--- src/rtl/decoder_pipe.sv ---
// Flow-controlled instruction decoder: decodes at the input, then buffers the
// decoded entry in an output register backed by a single skid entry.
module decoder_pipe #(
  parameter int INSTR_W   = 8,
  parameter int REG_SEL_W = 1,
  parameter int OPND_W    = INSTR_W - 3 - REG_SEL_W,
  parameter int COUNT_W   = 16
) (
  input  logic                 clock,
  input  logic                 reset_n,
  input  logic                 ena,
  input  logic                 flush,
  input  logic                 in_valid,
  output logic                 in_ready,
  input  logic [INSTR_W-1:0]   instr_in,
  output logic                 out_valid,
  input  logic                 out_ready,
  output logic [2:0]           alu_opcode,
  output logic [REG_SEL_W-1:0] reg_sel,
  output logic [OPND_W-1:0]    operand,
  output logic                 alu_enable,
  output logic                 write_enable,
  output logic                 illegal,
  output logic [COUNT_W-1:0]   decode_count
);

  if (OPND_W < 1) begin : g_bad_opnd_w
    $error("decoder_pipe: OPND_W must be >= 1");
  end

  typedef struct packed {
    logic [2:0]           op;
    logic [REG_SEL_W-1:0] rsel;
    logic [OPND_W-1:0]    opnd;
    logic                 alu_en;
    logic                 wr_en;
    logic                 ill;
  } entry_t;

  entry_t dec;
  entry_t out_q;
  entry_t skid_q;
  logic   out_v;
  logic   skid_v;
  logic   accept;
  logic   drain;

  always_comb begin
    dec        = '0;
    dec.op     = instr_in[INSTR_W-1 -: 3];
    dec.rsel   = instr_in[OPND_W +: REG_SEL_W];
    dec.opnd   = instr_in[OPND_W-1:0];
    unique case (dec.op)
      3'b101:  dec.alu_en = 1'b1;
      3'b110:  dec.wr_en  = 1'b1;
      3'b111:  dec.ill    = |instr_in[INSTR_W-4:0];
      default: begin
        dec.alu_en = 1'b1;
        dec.wr_en  = 1'b1;
      end
    endcase
  end

  // ena gates both handshakes, so a frozen stage can neither accept nor drain
  assign in_ready  = ena & ~skid_v;
  assign out_valid = ena & out_v;
  assign accept    = in_valid & in_ready & ~flush;
  assign drain     = out_valid & out_ready;

  always_ff @(posedge clock or negedge reset_n) begin
    if (!reset_n) begin
      out_q  <= '0;
      out_v  <= 1'b0;
      skid_q <= '0;
      skid_v <= 1'b0;
    end else if (flush) begin
      out_v  <= 1'b0;
      skid_v <= 1'b0;
    end else if (drain) begin
      if (skid_v) begin
        out_q  <= skid_q;
        skid_v <= 1'b0;
      end else if (accept) begin
        out_q <= dec;
      end else begin
        out_v <= 1'b0;
      end
    end else if (accept) begin
      if (out_v) begin
        skid_q <= dec;
        skid_v <= 1'b1;
      end else begin
        out_q <= dec;
        out_v <= 1'b1;
      end
    end
  end

  // A handshake completing in a flush cycle still counts
  always_ff @(posedge clock or negedge reset_n) begin
    if (!reset_n) begin
      decode_count <= '0;
    end else if (drain) begin
      decode_count <= decode_count + COUNT_W'(1);
    end
  end

  assign alu_opcode   = out_q.op;
  assign reg_sel      = out_q.rsel;
  assign operand      = out_q.opnd;
  assign alu_enable   = out_q.alu_en;
  assign write_enable = out_q.wr_en;
  assign illegal      = out_q.ill;

endmodule

--- config.mk ---
export PLATFORM = sky130hd
export DESIGN_NAME = decoder_pipe
export DESIGN_NICKNAME = d
export VERILOG_FILES = /design/src/rtl/decoder_pipe.sv
export SDC_FILE = /design/constraint.sdc
export NUM_CORES = 1
export LEC_CHECK = 0
export CAP_MARGIN = 10
export CELL_PAD_IN_SITES_DETAIL_PLACEMENT = 0
export CELL_PAD_IN_SITES_GLOBAL_PLACEMENT = 2
export CORE_ASPECT_RATIO = 0.9
export CORE_MARGIN = 10
export CORE_UTILIZATION = 34
export DETAILED_ROUTE_END_ITERATION = 7
export PLACE_DENSITY_LB_ADDON = 0.1
export SETUP_SLACK_MARGIN = 0.05
export SYNTH_ARGS = -nofsm -noshare
export SYNTH_HDL_FRONTEND = slang
export SYNTH_SLANG_ARGS = --single-unit
--- constraint.sdc ---
create_clock -name clock -period 2.8 [get_ports clock]
set_input_delay 0.56 -clock clock [delete_from_list [all_inputs] [get_ports clock]]
set_output_delay 0.56 -clock clock [all_outputs]
set_load 0.05 [all_outputs]
[Yosys cells after proc, flatten, opt, wreduce, memory -nomap -nowiden]
Cells that the tools add are included.
Word-level totals
  word-level logic and storage cells: 58
  bits in registers: 40
Operators by class
  multiplexer cells: 17
  reductions and logical operators: 11
  equal/unequal tests: 6
  $add $sub $neg: 1
  bitwise logic cells: 8
Operators by type and width (number)
  $mux W11: 5
  $add A16 B1 Y16 const B: 1
  $mux W1: 12
  $eq A3 B3 Y1 const B: 3
  $reduce_and A4 Y1: 2
  $ne A3 B3 Y1 const B: 2
  $reduce_bool A3 Y1: 2
  $and A1 B1 Y1: 5
  $reduce_or A5 Y1: 1
  $reduce_bool A2 Y1: 2
  $reduce_or A2 Y1: 2
  $not A1 Y1: 3
  $reduce_and A3 Y1: 1
  $ne A2 B1 Y1 const B: 1
  $reduce_and A2 Y1: 1

[Longest topological paths before layout]
Gate-level depths: netlist of run 1.
  depth in word-level cells: 8
  mapped depth: 5

[Worst setup path after synthesis of run 1]
No wires, ideal clock.
  path kind: input to register
  from: input ena
  to: register skid_q[3] (netlist bit)
  path slack: 0.887 ns
  required time: 2.675 ns
  arrival: 1.788 ns
  cell stages on the path: 4
  path buffers: 1
  cell sequence: and2_1 -> nand3_1 -> buf_2 -> mux2_2
Between the ends
  cells in the longest elaborated chain, start to end: 4
Ends and longest elaborated chain
  start, declared: line 11  | input logic ena,
  $and A1 B1 Y1 (on tied branches): line 65, 66
  $and A1 B1 Y1 (on tied branches): line 67, 68
  $and A1 B1 Y1 or $not A1 Y1 (tied branches)
  $reduce_and A4 Y1 (no source line) *
  end signal, assigned: line 74  | skid_q <= '0;
  end signal, assigned: line 90  | skid_q <= dec;
  end, declared: line 42  | entry_t skid_q;
Mark *: on every way between the ends. The rest lies on a longest branch, timed or not.
A chain may end at the register's enable or synchronous reset.

[Final worst setup path of run 1]
  from: input ena
  to: output in_ready
Between the ends
  cells in the longest elaborated chain, start to end: 1
Ends and longest elaborated chain
  $and A1 B1 Y1: line 65  | assign in_ready = ena & ~skid_v;
  end, declared: line 14  | output logic in_ready,
No other way between the ends.

==> impl_results.md, run 1 <==
* Fin crit share at 78.8%
* Die area at 8770 um^2
* GR Util All Layers at 9.68%
* Synth Area in Simple Gates at 15.4%
* Largest fanout on the critical path at 6
* Req. time, crit path at 2.24 ns
* Clock tree buffer depth at 2
* Worst min path class: input port to async pin
* Clock Skew at 0.00562 ns
* Clock slew at reported path FFs at 0.07 ns
* FILL cells at 499
* Worst EP arrival at 1.65 ns
* Synth Area in Adders at 0.679%
* Most common cell after layout, fill and taps aside: dfrtp_1
* Starting Density at 35.1%
* Router iterations before antenna repair at 4
* WL/cell at 15.2 um
* Yosys cell types at 36
* Post-synthesis compound-gate area fraction at 10.0%
* Clk_lat worst skew at 0.28 ns
* Area Overhead vs Synth at 32.5%
* Achievable Freq at 453 MHz
* Cell Area, Synth at 1840 um^2
* Sequential-to-total area share from yosys stat at 54.3%
* # setup viols final at 0
* Status: completed
* XOR/XNOR Fraction of Synth Area at 7.13%
* Routability cong. at 0.783
* Remaining DRCs at 0
* Yosys synthesis warning count at 0
* Routed vias/inst at 4.78
* Clock period minus worst slack at 2.21 ns
* Most frequent cells in the layout: dfrtp_1, clkdlybuf4s50_1, nor2_1
* Max-cap violation count at 0
* First-pass GRT wire length at 7.04 mm
* Diodes inserted at 0
* Hold buffer count at CTS at 0
* # IOs at 43
* Seq cells post-synth at 40
* Nets@finish at 219
* Area of placed instances at 2350 um^2
* DP HPWL at 3.02 mm
* Antenna violations before repair at 0
* Number of setup buffers added after CTS at 0
* Share of cells above drive strength 1 at 17.1%
* CTS H-tree depth at 2
* I/O Buffers at 42
* Fin area at 2440 um^2
* Post-route core utilization at 46.5%
* Hold WS at 0.405 ns
* Max-slew violation count at 0
* Tot Pwr at 1.62 mW
* Via Count at 1301
* Pwr Density at 661 nW/um^2
* Mean post-synth cell area at 11.8 um^2
* Number of buffers created by CTS at 5
* Endpoints failing hold at 0
* TritonCTS Sinks at 40
* Post-Synthesis Cells at 156
* Relative max-transition margin at 40.3%
* CP max stage cell: clkdlybuf4s50_1
* Post-route antenna net violation count at 0
* Main combinational cell family by area after synthesis: simple AND/OR/NAND/NOR gates
* Post-synthesis mux area share at 9.84%
* Cts repair resizes at 0
* Leak pwr at 1.09 nW
* Gr ovfl total at 0
* Crit path capture type: output pin
* Max incr delay on CP at 0.57 ns
* Syn Nets at 171
* TritonCTS clock tree: yes
* 1st-iter DRT viols at 80
* Crit path kind: input port to output pin
* Core area at 5260 um^2
* Horiz. Die Dim at 97.6 um
* DRT Wirelength at 4.12 mm
* CP Cell Sequence: clkdlybuf4s50_1 -> nor2b_1 -> buf_12
* CTS root buffer: clkbuf_8
* Setup crit start kind: input port
* Die Span Y at 89.8 um
* Number of global-route vias before repair at 1359
* RSZ-0062 raised after global routing: no
* VDD IR-drop max at 0.319 mV
* Final setup TNS at 0 ns
* FP Rows at 25
* Pin slew with the least headroom to its limit at 0.895 ns
* Largest net degree at the start of global routing at 41
## worst max-delay path: cells and delay by family
family | cells | cell delay (ns)
simple gates | 1 | 0.33
buf+inv | 2 | 0.75
## routing by layer
layer  routed length [um]  up-vias  GRT usage [%]
met2                 1740       28           13.7
met4                   38        0           3.27
met3                  327        5           4.51
met5                    0        -              0
met1                 2020      627           12.6
li1                     -      641              -
## flip-flops by register name, indices dropped and copies added, names as in the netlist
name and count:
decode_count 16, out_v 1, alu_enable 1, illegal 1, reg_sel 1, operand 4
alu_opcode 3, write_enable 1, skid_v 1, skid_q 11
## stage by stage
step / instances / setup slack [ns]
after floorplan: 156 / 0.887
after global placement: 264 / 0.569
after detailed placement: 264 / 0.533
after CTS: 272 / 0.587
after global routing: 272 / 0.524
final: 272 / 0.594
## logic make-up after synthesis
logic type	count (synthesis)
compound gates	22
flops	40
simple gates	53
mux	17
xor+xnor	15
fa+ha+maj	1
buf+inv	8
## path summary, 6_finish.rpt
check                                 start                to  slack [ns]  cells after the start
hold / removal                      reset_n        alu_enable        0.40                      1
setup / recovery                        ena          in_ready        0.59                      3
setup reg to reg                      out_v      write_enable        1.07                      5
max in group asynchronous           reset_n   decode_count[9]        1.84                      1
min in group clock         decode_count[15]  decode_count[15]        0.49                      1
hold reg to reg            decode_count[15]  decode_count[15]        0.49                      1
## power by group
group	internal (mW)	switching [mW]	leakage, nW
registers	0.662	0.0625	0.509
clock network	0.201	0.187	0.0455
logic	0.184	0.318	0.537
total	1.05	0.568	1.09
## Yosys cell counts
cell type,count,share of area [%]
nand2b_1,2,0.68
and4_1,1,0.48
o211ai_1,1,0.41
nor3b_2,1,0.68
a21oi_1,3,0.81
or2_1,1,0.34
mux2i_1,8,4.3
buf_2,2,0.54
o21ai_0,3,0.81
and2_1,1,0.34
xnor2_1,11,5.2
a2111oi_4,1,1.5
o211ai_2,1,0.68
buf_6,2,1.2
a21oi_2,8,3.8
or4_1,1,0.41
nand2_1,11,2.2
nor2b_1,1,0.34
nor2_1,15,3.1
a31oi_1,1,0.34
a21o_1,2,0.81
nor3b_1,1,0.41
inv_1,4,0.81
nor4_4,1,1.2
dfrtp_1,40,54
a22oi_1,1,0.41
and3_1,1,0.34
mux2_2,9,5.5
o21ai_2,1,0.48
nand3_2,1,0.54
nor4_1,1,0.34
nand4_1,4,1.4
nor3_1,3,0.81
nand3_1,7,1.9
xor2_1,4,1.9
ha_1,1,0.68
## area by class of cell
type	count	area [um^2]	share of cell area, %
Timing Repair Buffer	45	458	18.8
Clock buffer	8	90.1	3.69
Tap cell	67	83.8	3.43
Sequential cell	40	1000	41.0
Multi-Input combinational cell	108	795	32.5
Inverter	4	15.0	0.615
Note: power is estimated with default switching activity, not from simulation.
==> run 2: changes to the inputs <==
Settings changed: CORE_UTILIZATION 34 to 29.
Clock period 2.8 ns to 1.8 ns, I/O delays scaled along.
==> run 2 against run 1 <==
Sequential power up 56%. Clock skew decreased by 0.0021 ns. Wire length increased by 11%. Cell area grew 4.5%. Setup slack worse by 0.46 ns. Cell count grew 12%. Via count increased by 5.0%. Highest routed layer unchanged.
==> impl_results.md, run 2 (synthesis results as in run 1) <==
* Status: completed
* Number of buffers created by CTS at 5
* GR Util All Layers at 9.66%
* Clock Skew at 0.00356 ns
* Router iterations before antenna repair at 4
* Area of placed instances at 2450 um^2
* # setup viols final at 0
* Worst min path class: input port to async pin
* Core area at 6150 um^2
* Setup crit start kind: flip-flop
* # IOs at 43
* CTS H-tree depth at 2
* RSZ-0062 raised after global routing: no
* Gr ovfl total at 0
* Clk_lat worst skew at 0.28 ns
* Register area at 1000 um^2
* Clock period minus worst slack at 1.67 ns
* I/O Buffers at 42
* Multi-input gate area at 798 um^2
* Max reg flops at 16
* Diodes inserted at 0
* VDD IR-drop max at 0.436 mV
* Horiz. Die Dim at 104 um
* TritonCTS clock tree: yes
* Hold WS at 0.0114 ns
* Routability cong. at 0.841
* Routed vias/inst at 4.48
* DP HPWL at 3.53 mm
* Crit path capture type: output pin
* Max-slew violation count at 0
* DRT Wirelength at 4.58 mm
* TritonCTS Sinks at 40
* Nets@finish at 233
* R2R Path Start: out_v
* Most common cell after layout, fill and taps aside: buf_4
* FILL cells at 615
* Relative max-transition margin at 70.2%
* Remaining DRCs at 0
* Biggest register: decode_count
* Antenna violations before repair at 0
* Most frequent cells in the layout: buf_4, dfrtp_1, nor2_1
* 1st-iter DRT viols at 49
* RR Endpoint: illegal
* Clock slew at reported path FFs at 0.07 ns
* Number of setup buffers added after CTS at 0
* Max-cap violation count at 0
* Achievable Freq at 599 MHz
* Via Count at 1366
* Fin crit share at 92.8%
* Crit path kind: flip-flop to output pin
* Leak pwr at 1.22 nW
* First-pass GRT wire length at 7.68 mm
* Area Overhead vs Synth at 38.4%
* Pin slew with the least headroom to its limit at 0.447 ns
* Die area at 9950 um^2
* CTS root buffer: clkbuf_8
* Number of global-route vias before repair at 1470
* Share of cells above drive strength 1 at 36.2%
* Largest net degree at the start of global routing at 23
* WL/cell at 15.0 um
* Worst reg-to-reg path cell count at 5
* Starting Density at 30.0%
* Largest fanout on the critical path at 6
* Fin area at 2550 um^2
* Endpoints failing hold at 0
* Worst EP arrival at 1.31 ns
* Die Span Y at 95.6 um
* Req. time, crit path at 1.44 ns
* Pwr Density at 994 nW/um^2
* Clock tree buffer depth at 2
* Post-route antenna net violation count at 0
* Reg2Reg Setup Slack at 0.24 ns
* FP Rows at 27
run 2: worst max-delay path by stage:
stage                         start               end  cells after the start  slack, ns
global route              out_ready  decode_count[13]                      5       0.05
CTS                           out_v         out_valid                      4       0.12
floorplan           decode_count[7]  decode_count[15]                      4       0.10
finish                        out_v         out_valid                      4       0.13
detailed placement              ena  decode_count[13]                      5      -0.19
global placement                ena  decode_count[13]                      5      -0.13
run 2: per-stage QoR:
step | setup slack [ns] | instances | utilization [%] | power (mW) | TNS, ns
after floorplan | 0.103 | 156 | - | 1.63 | 0
after global placement | -0.133 | 298 | 39.9 | 1.92 | -1.49
after detailed placement | -0.191 | 298 | 39.9 | 1.94 | -1.96
after CTS | 0.118 | 305 | 41.5 | 2.59 | 0
after global routing | 0.0514 | 305 | 41.5 | 2.68 | 0
final | 0.130 | 305 | 41.5 | 2.54 | 0
run 2: metal layers:
metal / global-route usage, % / part of all wire, %
met1: 12.5 / 50
met2: 15.0 / 46
met3: 3.30 / 4.3
met4: 2.78 / 0.44
met5: 0 / 0
run 2: what timing repair did:
action                                  in CTS  in global routing
resized for setup                            2                  0
hold buffers                                 0                  0
endpoints found under the setup margin       2                  0
endpoints found under the hold margin        0                  0
run 2: worst max-delay path, stage by stage, from the launching register on:
cell and delay (ns):
dfrtp_1 0.38, buf_4 0.16, and2_2 0.20, buf_4 0.15, buf_12 0.14
run 2: cell type report:
type / count / share of cell area, %
clock buffer: 7 / 3.78
inverter: 4 / 0.589
multi-input combinational: 108 / 31.3
sequential: 40 / 39.2
tap: 87 / 4.27
timing repair buffer: 59 / 20.8
run 2: report_power, final:
part	leakage (nW)	internal [mW]	total, mW	switching (mW)
logic	0.661	0.275	0.781	0.506
registers	0.509	1.03	1.13	0.0949
clock network	0.0503	0.341	0.631	0.290
==> RTL edit 1 (settings of run 2) <==
Reset style: synchronous (`reset_n`), changed in 2 clocked blocks.
--- a/src/rtl/decoder_pipe.sv
+++ b/src/rtl/decoder_pipe.sv
@@ -67,7 +67,7 @@
   assign accept    = in_valid & in_ready & ~flush;
   assign drain     = out_valid & out_ready;
 
-  always_ff @(posedge clock or negedge reset_n) begin
+  always_ff @(posedge clock) begin
     if (!reset_n) begin
       out_q  <= '0;
       out_v  <= 1'b0;
@@ -97,7 +97,7 @@
   end
 
   // A handshake completing in a flush cycle still counts
-  always_ff @(posedge clock or negedge reset_n) begin
+  always_ff @(posedge clock) begin
     if (!reset_n) begin
       decode_count <= '0;
     end else if (drain) begin
Check against the original RTL: differs if reset_n is asserted again (counterexample within 4 cycles, from zero or initial values and one cycle with reset_n low); with reset_n held inactive, the same outputs for 10 cycles.
==> RTL edit 1 against run 2 <==
- maximum frequency fell by 0.41%
- via count grew 12%
- wire length down 1.9%
- cell area fell by 4.6%
- worst setup slack got worse by 0.0069 ns
- synthesized area is 5.8% lower
- sequential cell count is the same
- largest cell class is now multi-input gates
Power is not compared: it rests on default switching activity, and its combinational part moved more than twofold at a synthesized area within 25%.
==> RTL edit 1: results (changes against run 2) <==
STA:
- The largest clock skew in the final design is 0.00182 ns (was 0.00356 ns).
- The relative max-transition margin was 81.6% (was 70.2%).

Worst setup path:
- The critical path data arrival time is 1.91 ns (was 1.31 ns).
- The number of cells traversed by the worst register-to-register path came to 4 (was 5).
- The highest fanout seen on the critical path is 7 (was 6).
- The endpoint of the worst-slack reg-to-reg timing path is decode_count[14] (was illegal).

Global route:
- The global-route wire length before repair is 7310 um (was 7680 um).
- The pin count of the biggest net entering global routing is 22 (was 23).
- The total global routing track utilization is 9.60% (was 9.66%).
- The number of global-route vias before repair is 1,519 (was 1,470).

Yosys:
- The distinct cell type count after synthesis is 32 (was 36).
- Top area cells in the synthesized netlist: sky130_fd_sc_hd__dfxtp_1 (46%), sky130_fd_sc_hd__mux2i_1 (13%), sky130_fd_sc_hd__nor2_1 (4.8%) (was sky130_fd_sc_hd__dfrtp_1 (54%), sky130_fd_sc_hd__mux2_2 (5.5%), sky130_fd_sc_hd__xnor2_1 (5.2%)).
- The total nets after synthesis is 209 (was 171).
- The share of flip-flops with an asynchronous set or reset is 0% (was 100%).
- Synth cell count leaders: sky130_fd_sc_hd__dfxtp_1 (40), sky130_fd_sc_hd__mux2i_1 (23), sky130_fd_sc_hd__nor2_1 (22) (was sky130_fd_sc_hd__dfrtp_1 (40), sky130_fd_sc_hd__nor2_1 (15), sky130_fd_sc_hd__nand2_1 (11), sky130_fd_sc_hd__xnor2_1 (11), sky130_fd_sc_hd__mux2_2 (9)).
- The proportion of synthesized chip area in sequential cells is 46.1% (was 54.3%).

Run status:
- Outcome: finished clean (unchanged).

Final layout:
- The fraction of final layout cells with drive strength greater than 1 is 26.6% (was 36.2%).
- The number of fill cells is 583 (was 615).
- The number of nets in the layout is 266 (was 233).

Worst hold path:
- The worst hold-check path type is flop to flop (was primary input to async pin).

Drt:
- The number of vias per cell is 4.74 (was 4.48).
- The routed wirelength normalized by instance count is 14.0 um (was 15.0 um).

Placed design:
- The last weighted congestion value of the routability-driven placer was 0.753 (was 0.841).
- The sum of net half-perimeters after detailed placement is 3390 um (was 3530 um).
RTL edit 1: worst max-delay path, stage by stage, from the launching register on:
cell and delay (ns):
sky130_fd_sc_hd__dfxtp_1 0.44, sky130_fd_sc_hd__nand4_2 0.16, sky130_fd_sc_hd__or4_4 0.56, sky130_fd_sc_hd__or3_1 0.32
sky130_fd_sc_hd__a21oi_1 0.14
RTL edit 1: area by class of cell:
class                           count  area, um2  area share [%]
Clock buffer                        8       90.1            3.70
Timing Repair Buffer               59        527            21.6
Multi-Input combinational cell    142        902            37.1
Inverter                            3       11.3           0.462
Sequential cell                    40        817            33.6
Tap cell                           70       87.6            3.60
RTL edit 1: worst min path at each step:
stage	from	to	slack, ns	depth (start not counted)
2_1_floorplan	skid_q[1]	skid_q[1]	0.43	2
3_5_place_dp	skid_q[2]	skid_q[2]	0.45	2
3_3_place_gp	skid_q[1]	skid_q[1]	0.44	2
5_1_grt	skid_q[1]	skid_q[1]	0.49	2
4_1_cts	skid_q[2]	skid_q[2]	0.46	2
6_report	skid_q[2]	skid_q[2]	0.45	2
RTL edit 1: metal layers:
metal	share of wire (%)	global-route usage, %
met2	42	14.0
met4	1.6	3.93
met1	50	12.0
met5	0	0
met3	7.0	4.19
RTL edit 1: kinds of logic after synthesis:
group                    share of synthesized area (%)
AND/OR/NAND/NOR                                   21.6
flip-flops                                        46.1
AO/OA/AOI/OAI                                     10.7
multiplexers                                      13.3
buffers and inverters                             3.10
XOR/XNOR                                          4.54
adder cells (fa/ha/maj)                          0.721
RTL edit 1: power by group through the flow:
stage	registers [mW]	logic [mW]	clock network [mW]
global route	0.906	0.211	0.673
floorplan	0.969	0.0560	0
global placement	0.924	0.198	0
detailed placement	0.925	0.199	0
CTS	0.904	0.199	0.654
finish	0.904	0.197	0.627
RTL edit 1: repair_timing:
| action | 4_1_cts | 5_1_grt |
|---|---|---|
| resized for setup | 2 | 1 |
| pin swaps | 1 | 1 |
| hold buffers | 0 | 0 |
| setup endpoints to repair | 4 | 3 |
| setup buffers | 0 | 0 |
RTL edit 1: stage by stage:
step / worst slack [ns] / std cells / hold slack (ns) / instance area, um2
after detailed placement: -0.288 / 314 / 0.446 / 2340
final: 0.123 / 322 / 0.452 / 2430
after global routing: 0.0600 / 322 / 0.489 / 2430
after CTS: 0.0536 / 322 / 0.457 / 2430
after global placement: -0.257 / 314 / 0.441 / 2340
after floorplan: 0.0657 / 194 / 0.433 / 1770
==> RTL edit 2 (settings of run 2) <==
Made on the original files. Change the parameter `COUNT_W` from 16 to 18.
--- a/src/rtl/decoder_pipe.sv
+++ b/src/rtl/decoder_pipe.sv
@@ -4,7 +4,7 @@
   parameter int INSTR_W   = 8,
   parameter int REG_SEL_W = 1,
   parameter int OPND_W    = INSTR_W - 3 - REG_SEL_W,
-  parameter int COUNT_W   = 16
+  parameter int COUNT_W   = 18
 ) (
   input  logic                 clock,
   input  logic                 reset_n,
Interface: changed (resized decode_count); port bits go from 43 to 45. The function was not compared with the original's and may differ.
==> RTL edit 2 against run 2 <==
- the flow now finishes with violations (hold timing)
- count of clock-buffer cells in the layout did not move
- power rose by 1.5%
- worst setup slack improved by 0.036 ns
- cell area rose by 5.0%
- sequential power rose by 4%
- synthesized area rose by 5.9%
- sequential cell count rose by 2
- wire length rose by 0.44%
- critical endpoint is now illegal
==> RTL edit 2: results (changes against run 2) <==
Run status:
- Outcome: complete, but fails checks (was finished clean).
- The final reports fail on hold timing.

Yosys:
- The number of standard cells after synthesis is 168 (was 156).
- The total nets after synthesis is 183 (was 171).
- The share of cell area taken by muxes after synthesis was 9.29% (was 9.84%).
- The proportion of synthesized chip area in sequential cells is 53.8% (was 54.3%).
- Top area cells in the synthesized netlist: sky130_fd_sc_hd__dfrtp_1 (54%), sky130_fd_sc_hd__mux2i_1 (4.1%), sky130_fd_sc_hd__mux2_2 (4.0%) (was sky130_fd_sc_hd__dfrtp_1 (54%), sky130_fd_sc_hd__mux2_2 (5.5%), sky130_fd_sc_hd__xnor2_1 (5.2%)).
- The synthesized-area fraction occupied by adder cells is 0.641% (was 0.679%).
- The xor/xnor cell area share of the yosys netlist is 7.63% (was 7.13%).

Worst setup path:
- The launch point of the worst path is skid_v (was out_v).
- The critical path's top delay family is compound AO/OA/AOI/OAI gates (was buffers and inverters).
- The largest incremental delay on the critical path is 0.48 ns (was 0.38 ns).
- The worst setup path endpoint was illegal (was out_valid).
- The register-to-register setup slack is 0.17 ns (was 0.24 ns).
- The critical path data arrival time is 1.85 ns (was 1.31 ns).

Placed design:
- The count of port buffers added during placement was 44 (was 42).
- The last weighted congestion value of the routability-driven placer is 0.784 (was 0.841).
- The number of placed instances with taps included is 313 (was 298).
- The sum of net half-perimeters after detailed placement is 3570 um (was 3530 um).
- The worst-case setup slack after placement is -0.201 ns (was -0.191 ns).

Drt:
- The routed wire length is 4600 um (was 4580 um).
- The via count is 1,429 (was 1,366).
- The initial DRC count is 37 (was 49).

Global route:
- The number of global-route vias before repair is 1,570 (was 1,470).
- The total global routing track utilization was 9.28% (was 9.66%).
- The global-route wire length before repair is 7900 um (was 7680 um).
- The pin count of the biggest net entering global routing is 26 (was 23).

Power and ir drop:
- The combinational power is 779 uW (was 781 uW).
- The clock network fraction of total power came to 24.4% (was 24.9%).
- The net switching power is 907 uW (was 890 uW).

Final layout:
- The number of fill cells is 665 (was 615).
- The fraction of final layout cells with drive strength greater than 1 is 34.6% (was 36.2%).
- The number of nets in the layout is 245 (was 233).
- The count of placed standard cells in the final layout, fillers left out is 321 (was 305).
- The count of antenna diodes in the layout was 0 (unchanged).
- The flip-flop count of the largest register after layout is 18 (was 16).

STA:
- The largest clock skew in the final design is 0.00496 ns (was 0.00356 ns).
- The final worst-path cycle share came to 90.8% (was 92.8%).
- The transition time at the pin with the least slew margin is 0.427 ns (was 0.447 ns).
- The number of failing hold endpoints at the final stage is 11 (was 0).
- The worst-case hold slack was -0.00628 ns (was 0.0114 ns).
-- RTL edit 2: final cells by class --
| class | instances | area, um2 | area share, % |
|---|---|---|---|
| Tap cell | 90 | 113 | 4.20 |
| Inverter | 5 | 18.8 | 0.701 |
| Sequential cell | 42 | 1050 | 39.2 |
| Clock inverter | 1 | 5.00 | 0.187 |
| Clock buffer | 7 | 86.3 | 3.22 |
| Timing Repair Buffer | 61 | 544 | 20.3 |
| Multi-Input combinational cell | 115 | 861 | 32.1 |
-- RTL edit 2: metal layers --
| layer | vias up | wire length [um] | track usage [%] |
|---|---|---|---|
| li1 | 712 | - | - |
| met1 | 681 | 2120 | 11.4 |
| met2 | 30 | 2140 | 14.5 |
| met3 | 6 | 281 | 3.88 |
| met4 | 0 | 58 | 2.81 |
| met5 | - | 0 | 0 |
-- RTL edit 2: repair_timing --
action                                 CTS  global route
resized for setup                        2             6
endpoints found under the hold margin    0             0
setup endpoints to repair                2             8
buffers inserted                         0             0
pin swaps                                0             0
